**config.mk**
```make
export PLATFORM = sky130hd
export DESIGN_NAME = nthash_feeder
export DESIGN_NICKNAME = d
export VERILOG_FILES = /design/src/rtl/nthash_feeder.sv
export SDC_FILE = /design/constraint.sdc
export NUM_CORES = 1
export LEC_CHECK = 0
export ABC_AREA = 1
export CORE_AREA = 2 2 358 360
export DETAILED_ROUTE_END_ITERATION = 10
export DIE_AREA = 0 0 360 362
export PLACE_DENSITY = 0.5
export SLEW_MARGIN = 25
export SYNTH_ARGS = -nofsm -noshare
export SYNTH_HDL_FRONTEND = slang
export SYNTH_SLANG_ARGS = --single-unit
```
**constraint.sdc**
```tcl
create_clock -name clk -period 6 [get_ports clk]
set_input_delay 0.9 -clock clk [delete_from_list [all_inputs] [get_ports clk]]
set_output_delay 0.9 -clock clk [all_outputs]
set_load 0.01 [all_outputs]
```
**src/rtl/nthash_feeder.sv**
```systemverilog
// nthash_feeder
//   Front end for the md4block engine in the NT-hash cracking pipeline.
//   It collects an ASCII password one character per beat and widens each
//   character to UTF-16LE. It then builds the single padded 512-bit MD4
//   block, starts md4block with the standard IV and waits for it to finish.
//   The resulting 128-bit NT hash is held until the consumer takes it.
//
// Ports
//   clk, rst_n              clock (rising edge), asynchronous active-low reset
//   char_valid/ready        character beat handshake (ready only while collecting)
//   char_data, char_last    ASCII byte (8'h00 = terminator), final-beat marker
//   hash_valid/ready        result handshake; hash/hash_err held while valid
//   hash, hash_err          NT hash (first digest byte in [127:120]), truncation flag
//   busy                    low only when idle with an empty buffer
//   md4_irdy                one-cycle start pulse to md4block
//   md4_state_a..d          constant MD4 initial state
//   md4_data                message block, message byte i at [511-8i -: 8]
//   md4_ordy                md4block done pulse
//   md4_newstate_a..d       md4block result, valid with md4_ordy
module nthash_feeder #(
   parameter int MAX_CHARS = 27
) (
   input  logic         clk,
   input  logic         rst_n,
   input  logic         char_valid,
   output logic         char_ready,
   input  logic [7:0]   char_data,
   input  logic         char_last,
   output logic         hash_valid,
   input  logic         hash_ready,
   output logic [127:0] hash,
   output logic         hash_err,
   output logic         busy,
   output logic         md4_irdy,
   output logic [31:0]  md4_state_a,
   output logic [31:0]  md4_state_b,
   output logic [31:0]  md4_state_c,
   output logic [31:0]  md4_state_d,
   output logic [511:0] md4_data,
   input  logic         md4_ordy,
   input  logic [31:0]  md4_newstate_a,
   input  logic [31:0]  md4_newstate_b,
   input  logic [31:0]  md4_newstate_c,
   input  logic [31:0]  md4_newstate_d
);

   localparam int CW = $clog2(MAX_CHARS + 1);

   typedef enum logic [2:0] {
      S_COLLECT,
      S_PAD,
      S_START,
      S_WAIT,
      S_DONE
   } state_t;

   state_t         state_reg;
   logic [CW-1:0]  count_reg;
   logic           overflow_reg;
   logic [511:0]   buffer_reg;
   logic           char_ready_reg;
   logic           hash_valid_reg;
   logic [127:0]   hash_reg;
   logic           hash_err_reg;
   logic           md4_irdy_reg;

   // MSB of message byte 2*count, i.e. where the next UTF-16LE code unit
   // (or the 0x80 pad marker) lands.
   logic [8:0]     char_hi;
   logic [15:0]    bit_len;
   logic [127:0]   hash_next;
   logic [31:0]    newstate [4];

   assign char_hi = 9'(511 - 16 * int'(count_reg));
   assign bit_len = 16'(count_reg) << 4;

   // The MD4 digest is the state words serialised little-endian, so each
   // word is byte-swapped to put the first digest byte at the top.
   assign newstate[0] = md4_newstate_a;
   assign newstate[1] = md4_newstate_b;
   assign newstate[2] = md4_newstate_c;
   assign newstate[3] = md4_newstate_d;

   generate
      for (genvar gi = 0; gi < 4; gi++) begin : g_bswap
         assign hash_next[127-32*gi -: 32] = {newstate[gi][7:0],   newstate[gi][15:8],
                                              newstate[gi][23:16], newstate[gi][31:24]};
      end
   endgenerate

   always_ff @(posedge clk or negedge rst_n) begin
      if (!rst_n) begin
         state_reg      <= S_COLLECT;
         count_reg      <= '0;
         overflow_reg   <= 1'b0;
         buffer_reg     <= '0;
         char_ready_reg <= 1'b1;
         hash_valid_reg <= 1'b0;
         hash_reg       <= '0;
         hash_err_reg   <= 1'b0;
         md4_irdy_reg   <= 1'b0;
      end else begin
         md4_irdy_reg <= 1'b0;
         case (state_reg)
            S_COLLECT: begin
               if (char_valid) begin
                  if (char_data != 8'h00) begin
                     if (count_reg < CW'(MAX_CHARS)) begin
                        buffer_reg[char_hi -: 16] <= {char_data, 8'h00};
                        count_reg                 <= CW'(count_reg + 1'b1);
                     end else begin
                        overflow_reg <= 1'b1;
                     end
                  end
                  if (char_last) begin
                     char_ready_reg <= 1'b0;
                     state_reg      <= S_PAD;
                  end
               end
            end
            S_PAD: begin
               buffer_reg[char_hi -: 8] <= 8'h80;
               buffer_reg[63:56]        <= bit_len[7:0];
               buffer_reg[55:48]        <= bit_len[15:8];
               buffer_reg[47:0]         <= '0;
               md4_irdy_reg             <= 1'b1;
               state_reg                <= S_START;
            end
            S_START: begin
               state_reg <= S_WAIT;
            end
            S_WAIT: begin
               // md4block has no reset, so a done pulse is only trusted here.
               if (md4_ordy) begin
                  hash_reg       <= hash_next;
                  hash_err_reg   <= overflow_reg;
                  hash_valid_reg <= 1'b1;
                  state_reg      <= S_DONE;
               end
            end
            S_DONE: begin
               if (hash_ready) begin
                  hash_valid_reg <= 1'b0;
                  buffer_reg     <= '0;
                  count_reg      <= '0;
                  overflow_reg   <= 1'b0;
                  char_ready_reg <= 1'b1;
                  state_reg      <= S_COLLECT;
               end
            end
            default: begin
               state_reg <= S_COLLECT;
            end
         endcase
      end
   end

   assign char_ready  = char_ready_reg;
   assign hash_valid  = hash_valid_reg;
   assign hash        = hash_reg;
   assign hash_err    = hash_err_reg;
   assign md4_irdy    = md4_irdy_reg;
   assign md4_data    = buffer_reg;
   assign busy        = !(state_reg == S_COLLECT && count_reg == '0);

   assign md4_state_a = 32'h67452301;
   assign md4_state_b = 32'hefcdab89;
   assign md4_state_c = 32'h98badcfe;
   assign md4_state_d = 32'h10325476;

endmodule
```
==> flow_metrics.tcl, run 1 <==
set metrics [dict create \
    grt_max_degree 173 \
    max_slew.worst_pin.slew_ps 1160 \
    synthCells 4337 \
    drv_cap 0 \
    grt_use_total_pct 22.0 \
    vias_per_cell 4.90 \
    synth_top_family_by_area "simple AND/OR/NAND/NOR gates" \
    io_buffers 786 \
    cts_buffers 84 \
    grt_overflow 0 \
    crit_path_end_kind "primary output" \
    power_frac_seq_pct 29.0 \
    muxShareOfSynthArea_pct 4.15 \
    drt_drc_violations_left 0 \
    synth_fa_ha_area_share_pct 0.216 \
    clock.fmax_mhz 234 \
    final_core_util_pct 36.4 \
    antenna_found_initial 5 \
    leakagePower_nw 20.4 \
    finalCritPeriodShare_pct 71.1 \
    synth.distinct_cells 36 \
    setup_viol 0 \
    async_flop_share_pct 100 \
    finalCriticalPeriod_ps 4270 \
    ys_warn_count 0 \
    syn_area_per_cell_um2 8.01 \
    fp.dieW_um 360 \
    rr_worst_depth 9 \
    ioPinCount 915 \
    clk_pin_slew_ps 60 \
    ys_top_cells_by_area "dfrtp_1 47%, nand2_1 12%, nand3_1 9.9%" \
    postCtsHoldBufs 0 \
    wl_per_cell_um 22.1 \
    synth_top_cell_by_area "dfrtp_1" \
    initial_core_util_pct 27.4 \
    synth_compound_gate_area_share_pct 7.47 \
    cp_max_fo 37 \
    p_int_mw 11.9 \
    powerDensity_nw_per_um2 476 \
    skew_ps 17.7 \
    arrival_ps 3370 \
    via_count 32700 \
    critPathKind "flop to primary output" \
    grt_pass1_vias 31100 \
    tns_ps 0 \
    ir_drop_v 0.000769 \
    clkPwrFrac_pct 23.8 \
    start_kind "flop" \
    yosys.area_share.xor_xnor_pct 0 \
    nNetsFinal 5090 \
    seq_area_frac_synth_pct 47.0 \
    htreeDepth 3 \
    gp_congestion 0.813 \
    synth_edf_count 0 \
    hold_viol_final 0 \
    dp_hpwl_um 103000 \
    core_um2 127000 \
    yosys.area_share.simple_pct 30.8 \
    final_cell_mix "1,091 x nand2_1, 785 x clkdlybuf4s50_1, 688 x nand3_1" \
    slew_viol_final 0 \
    post_cts_buffers 0 \
    clk_path_buf_depth 3 \
    switchingPower_mw 10.0 \
    slew-limit-headroom_pct 22.1 \
    rrSetupSlack_ps 2400 \
    status "finished clean" \
    yosysTopAreaCellShare_pct 46.9 \
    drtPass1Iterations 6 \
    die_h_um 362 \
    cts_num_sinks 653 \
    wl_um 147000 \
    antenna_left 0 \
    ys.flop_type "dfrtp_1" \
    nFillCells 13000 \
    final_common_cell "nand2_1" \
    hold_path.class "input pin to async pin" \
    rr_startpoint "count_reg[4]" \
    combPwrFrac_pct 47.3 \
    area_growth_pct 32.7 \
    drt-initial-drc-count 2920 \
    cts_root_buf "clkbuf_16" \
    rows 131 \
    clk_latency_ps 670 \
    drive_above_1_share_pct 8.58 \
    ctsResizeCount 0 \
    grt_pass1_wl_um 217000 \
    ys_ff_latch 653 \
    p_sw_share_pct 45.6 \
    critical_path_required_ps 5100 \
    dieArea_um2 130000 \
    synth_area_um2 34800 \
    rsz0062_at_grt "no" \
    cts_tree "yes" \
]
==> stage by stage <==
| stage | hold slack (ps) | setup WS, ps | area, um2 | power, mW | std cells |
|---|---|---|---|---|---|
| after detailed placement | 463 | 1930 | 43300 | 16.8 | 6518 |
| after global routing | 223 | 1430 | 46100 | 23.3 | 6675 |
| final | 173 | 1730 | 46100 | 21.9 | 6676 |
| after floorplan | 489 | 3170 | 35200 | 12.3 | 4463 |
| after CTS | 252 | 1660 | 46100 | 22.2 | 6674 |
| after global placement | 458 | 1960 | 43300 | 16.8 | 6518 |
==> layout make-up <==
cell class / instances / area (um2) / share of cell area (%)
Antenna cell: 2 / 5.00 / 0.0109
Clock buffer: 123 / 2460 / 5.33
Clock inverter: 33 / 354 / 0.768
Inverter: 307 / 1170 / 2.53
Multi-Input combinational cell: 3067 / 15300 / 33.3
Sequential cell: 653 / 16400 / 35.5
Tap cell: 1662 / 2080 / 4.51
Timing Repair Buffer: 829 / 8360 / 18.1
==> cell usage after synthesis, types with 24 or more instances <==
| library cell | count |
|---|---|
| nand2_1 | 1094 |
| nand3_1 | 689 |
| dfrtp_1 | 652 |
| o21ai_0 | 300 |
| inv_1 | 277 |
| nand4_1 | 225 |
| o21ai_1 | 200 |
| buf_2 | 194 |
| nor2_1 | 164 |
| buf_4 | 136 |
| mux2_2 | 128 |
| clkbuf_1 | 75 |
| nor3_1 | 31 |
| buf_1 | 27 |
| inv_2 | 24 |
==> how the worst max path moves through the flow <==
| stage | startpoint | to |
|---|---|---|
| 2_1_floorplan | count_reg[0] | busy |
| 3_3_place_gp | char_data[0] | flop |
| 3_5_place_dp | char_data[0] | flop |
| 4_1_cts | count_reg[2] | busy |
| 5_1_grt | count_reg[2] | busy |
| 6_report | count_reg[2] | busy |
==> cell families (layout without fill, tap and decap cells) <==
group                      count (synthesis)  in the layout
and+or+nand+nor                         2291           2291
other                                      2            130
muxes                                    128            128
adders and majority gates                  6              6
DFF                                      653            653
buffers and inverters                    743           1292
AOI/OAI and AO/OA                        514            514
==> per-layer routing <==
layer  GRT usage, %  up-vias  wire length (um)
met3           7.54      174             13100
met2           34.7     1181             67200
met1           28.3    15800             62800
met5              0        -                13
li1               -    15500                 -
met4           6.52        2              4300
==> power groups by stage <==
stage	clock, mW	sequential (mW)	combinational (mW)
after CTS	5.37	6.35	10.5
final	5.21	6.36	10.4
after detailed placement	0	6.40	10.4
after floorplan	0	6.66	5.65
after global routing	5.53	6.52	11.2
after global placement	0	6.36	10.4
==> worst max-delay path: stages (launching register included) <==
cell and delay, ps:
dfrtp_2 850, inv_4 310, nand2_1 270, inv_1 80, nand3_1 90, clkinv_1 270
nand2_1 220, clkdlybuf4s50_1 600
Power figures use the tool's default switching activity.
==> run 2, diff against run 1 <==
==> constraint.sdc (replaced) <==
create_clock -name clk -period 4.1 [get_ports clk]
set_input_delay 0.615 -clock clk [delete_from_list [all_inputs] [get_ports clk]]
set_output_delay 0.615 -clock clk [all_outputs]
set_load 0.01 [all_outputs]
==> flow_metrics.tcl, run 2 (synthesis results as in run 1) <==
set metrics [dict create \
    tns_ps 0 \
    clk_pin_slew_ps 60 \
    via_count 32600 \
    post_cts_buffers 0 \
    place_worst_setup_slack_ps 1030 \
    clock.fmax_mhz 272 \
    nFillCells 13000 \
    power_frac_seq_pct 28.2 \
    drt_drc_violations_left 0 \
    leakagePower_nw 20.7 \
    ir_drop_v 0.000465 \
    clk_path_buf_depth 3 \
    drive_above_1_share_pct 9.19 \
    antenna_found_initial 6 \
    grt_pass1_wl_um 214000 \
    postCtsHoldBufs 1 \
    final_common_cell "nand2_1" \
    drv_cap 0 \
    cts_tree "yes" \
    cts_root_buf "clkbuf_16" \
    critPathKind "flop to primary output" \
    rrSetupSlack_ps 1010 \
    htreeDepth 3 \
    slew-limit-headroom_pct 37.2 \
    grt_pass1_vias 30600 \
    arrival_ps 3060 \
    dieArea_um2 130000 \
    powerDensity_nw_per_um2 699 \
    ioPinCount 915 \
    drt-initial-drc-count 2949 \
    final_cell_mix "1,091 x nand2_1, 785 x clkdlybuf4s50_1, 688 x nand3_1" \
    start_kind "flop" \
    worst_slack_ps 425 \
    finalCritPeriodShare_pct 89.6 \
    setup_viol 0 \
    fp.dieW_um 360 \
    io_buffers 786 \
    rr_startpoint "count_reg[2]" \
    p_int_mw 17.9 \
    grt_overflow 0 \
    cts_num_sinks 653 \
    hold_viol_final 0 \
    ctsResizeCount 0 \
    combPwrFrac_pct 47.7 \
    crit_path_end_kind "primary output" \
    drtPass1Iterations 6 \
    slew_viol_final 0 \
    die_h_um 362 \
    max_slew.worst_pin.slew_ps 941 \
    finalCriticalPeriod_ps 3680 \
    cp_max_fo 17 \
    hold_path.class "flop to flop" \
    hold_depth 2 \
    status "finished clean" \
    wl_per_cell_um 22.0 \
    nNetsFinal 5130 \
    rows 131 \
    clk_latency_ps 690 \
    initial_core_util_pct 27.4 \
    vias_per_cell 4.86 \
    core_um2 127000 \
    dp_hpwl_um 106000 \
    p_sw_share_pct 44.9 \
    skew_ps 33.1 \
    clkPwrFrac_pct 24.1 \
    antenna_left 0 \
    rsz0062_at_grt "no" \
    switchingPower_mw 14.6 \
    area_growth_pct 34.2 \
    gp_congestion 0.863 \
    grt_use_total_pct 21.9 \
    wl_um 148000 \
    critical_path_required_ps 3480 \
    grt_max_degree 189 \
    rr_worst_depth 8 \
    cts_buffers 85 \
]
-- run 2: cell count changes in the layout (fill, tap and decap cells not counted), moves of 2 or more --
cell       change
diode_2        +2
bufinv_16      +4
clkinv_16      +3
buf_12        +10
clkbuf_1       +4
clkbuf_8       -7
buf_4         +28
-- run 2: final cells by class --
| class | instances | area [um2] | share of cell area [%] |
|---|---|---|---|
| diodes | 4 | 10.0 | 0.0215 |
| clock buffers | 121 | 2400 | 5.15 |
| clock inverters | 35 | 505 | 1.08 |
| inverters | 307 | 1170 | 2.50 |
| multi-input cells | 3067 | 15300 | 32.9 |
| flip-flops and latches | 653 | 16400 | 35.1 |
| well taps | 1662 | 2080 | 4.46 |
| repair buffers | 868 | 8780 | 18.8 |
-- run 2: worst max-delay path by stage --
stage / from / slack, ps / endpoint / cells past startpoint
after floorplan: count_reg[0] / 1560 / busy / 9
after global placement: count_reg[4] / 1090 / flop / 9
after detailed placement: count_reg[1] / 1030 / flop / 10
after CTS: count_reg[3] / 330 / busy / 6
after global routing: count_reg[0] / 170 / busy / 9
final: count_reg[0] / 420 / busy / 9
-- run 2: layer usage --
layer  up-vias  GRT usage (%)  share of wire, %
met5         -              0                 0
met4         0           6.11               2.6
met3       163           8.61               9.7
met2      1135           35.1                46
met1     15700           27.3                41
li1      15600              -                 -
-- run 2: critical path, cell delays in order, from the launching register on --
cell	delay, ps
dfrtp_1	340
clkinv_1	80
ha_1	230
nand2_1	170
inv_1	80
nand3_1	70
buf_4	260
clkinv_1	280
nand2_1	260
clkdlybuf4s50_1	580
-- run 2: power by group through the flow --
stage	clock network, mW	registers (mW)	logic (mW)
2_1_floorplan	0	9.75	8.27
3_3_place_gp	0	9.21	15.6
3_5_place_dp	0	9.26	15.6
4_1_cts	8.12	9.18	15.7
5_1_grt	8.35	9.39	16.8
6_report	7.86	9.18	15.5
-- run 2: per-stage QoR --
step	util [%]	instance area (um2)	cells	hold slack [ps]	power, mW
2_1_floorplan	-	35200	4463	319	18.0
3_3_place_gp	34.5	43700	6556	459	24.8
3_5_place_dp	34.5	43700	6556	463	24.9
4_1_cts	36.8	46600	6713	459	33.0
5_1_grt	36.8	46600	6715	481	34.5
6_report	36.8	46600	6717	473	32.6
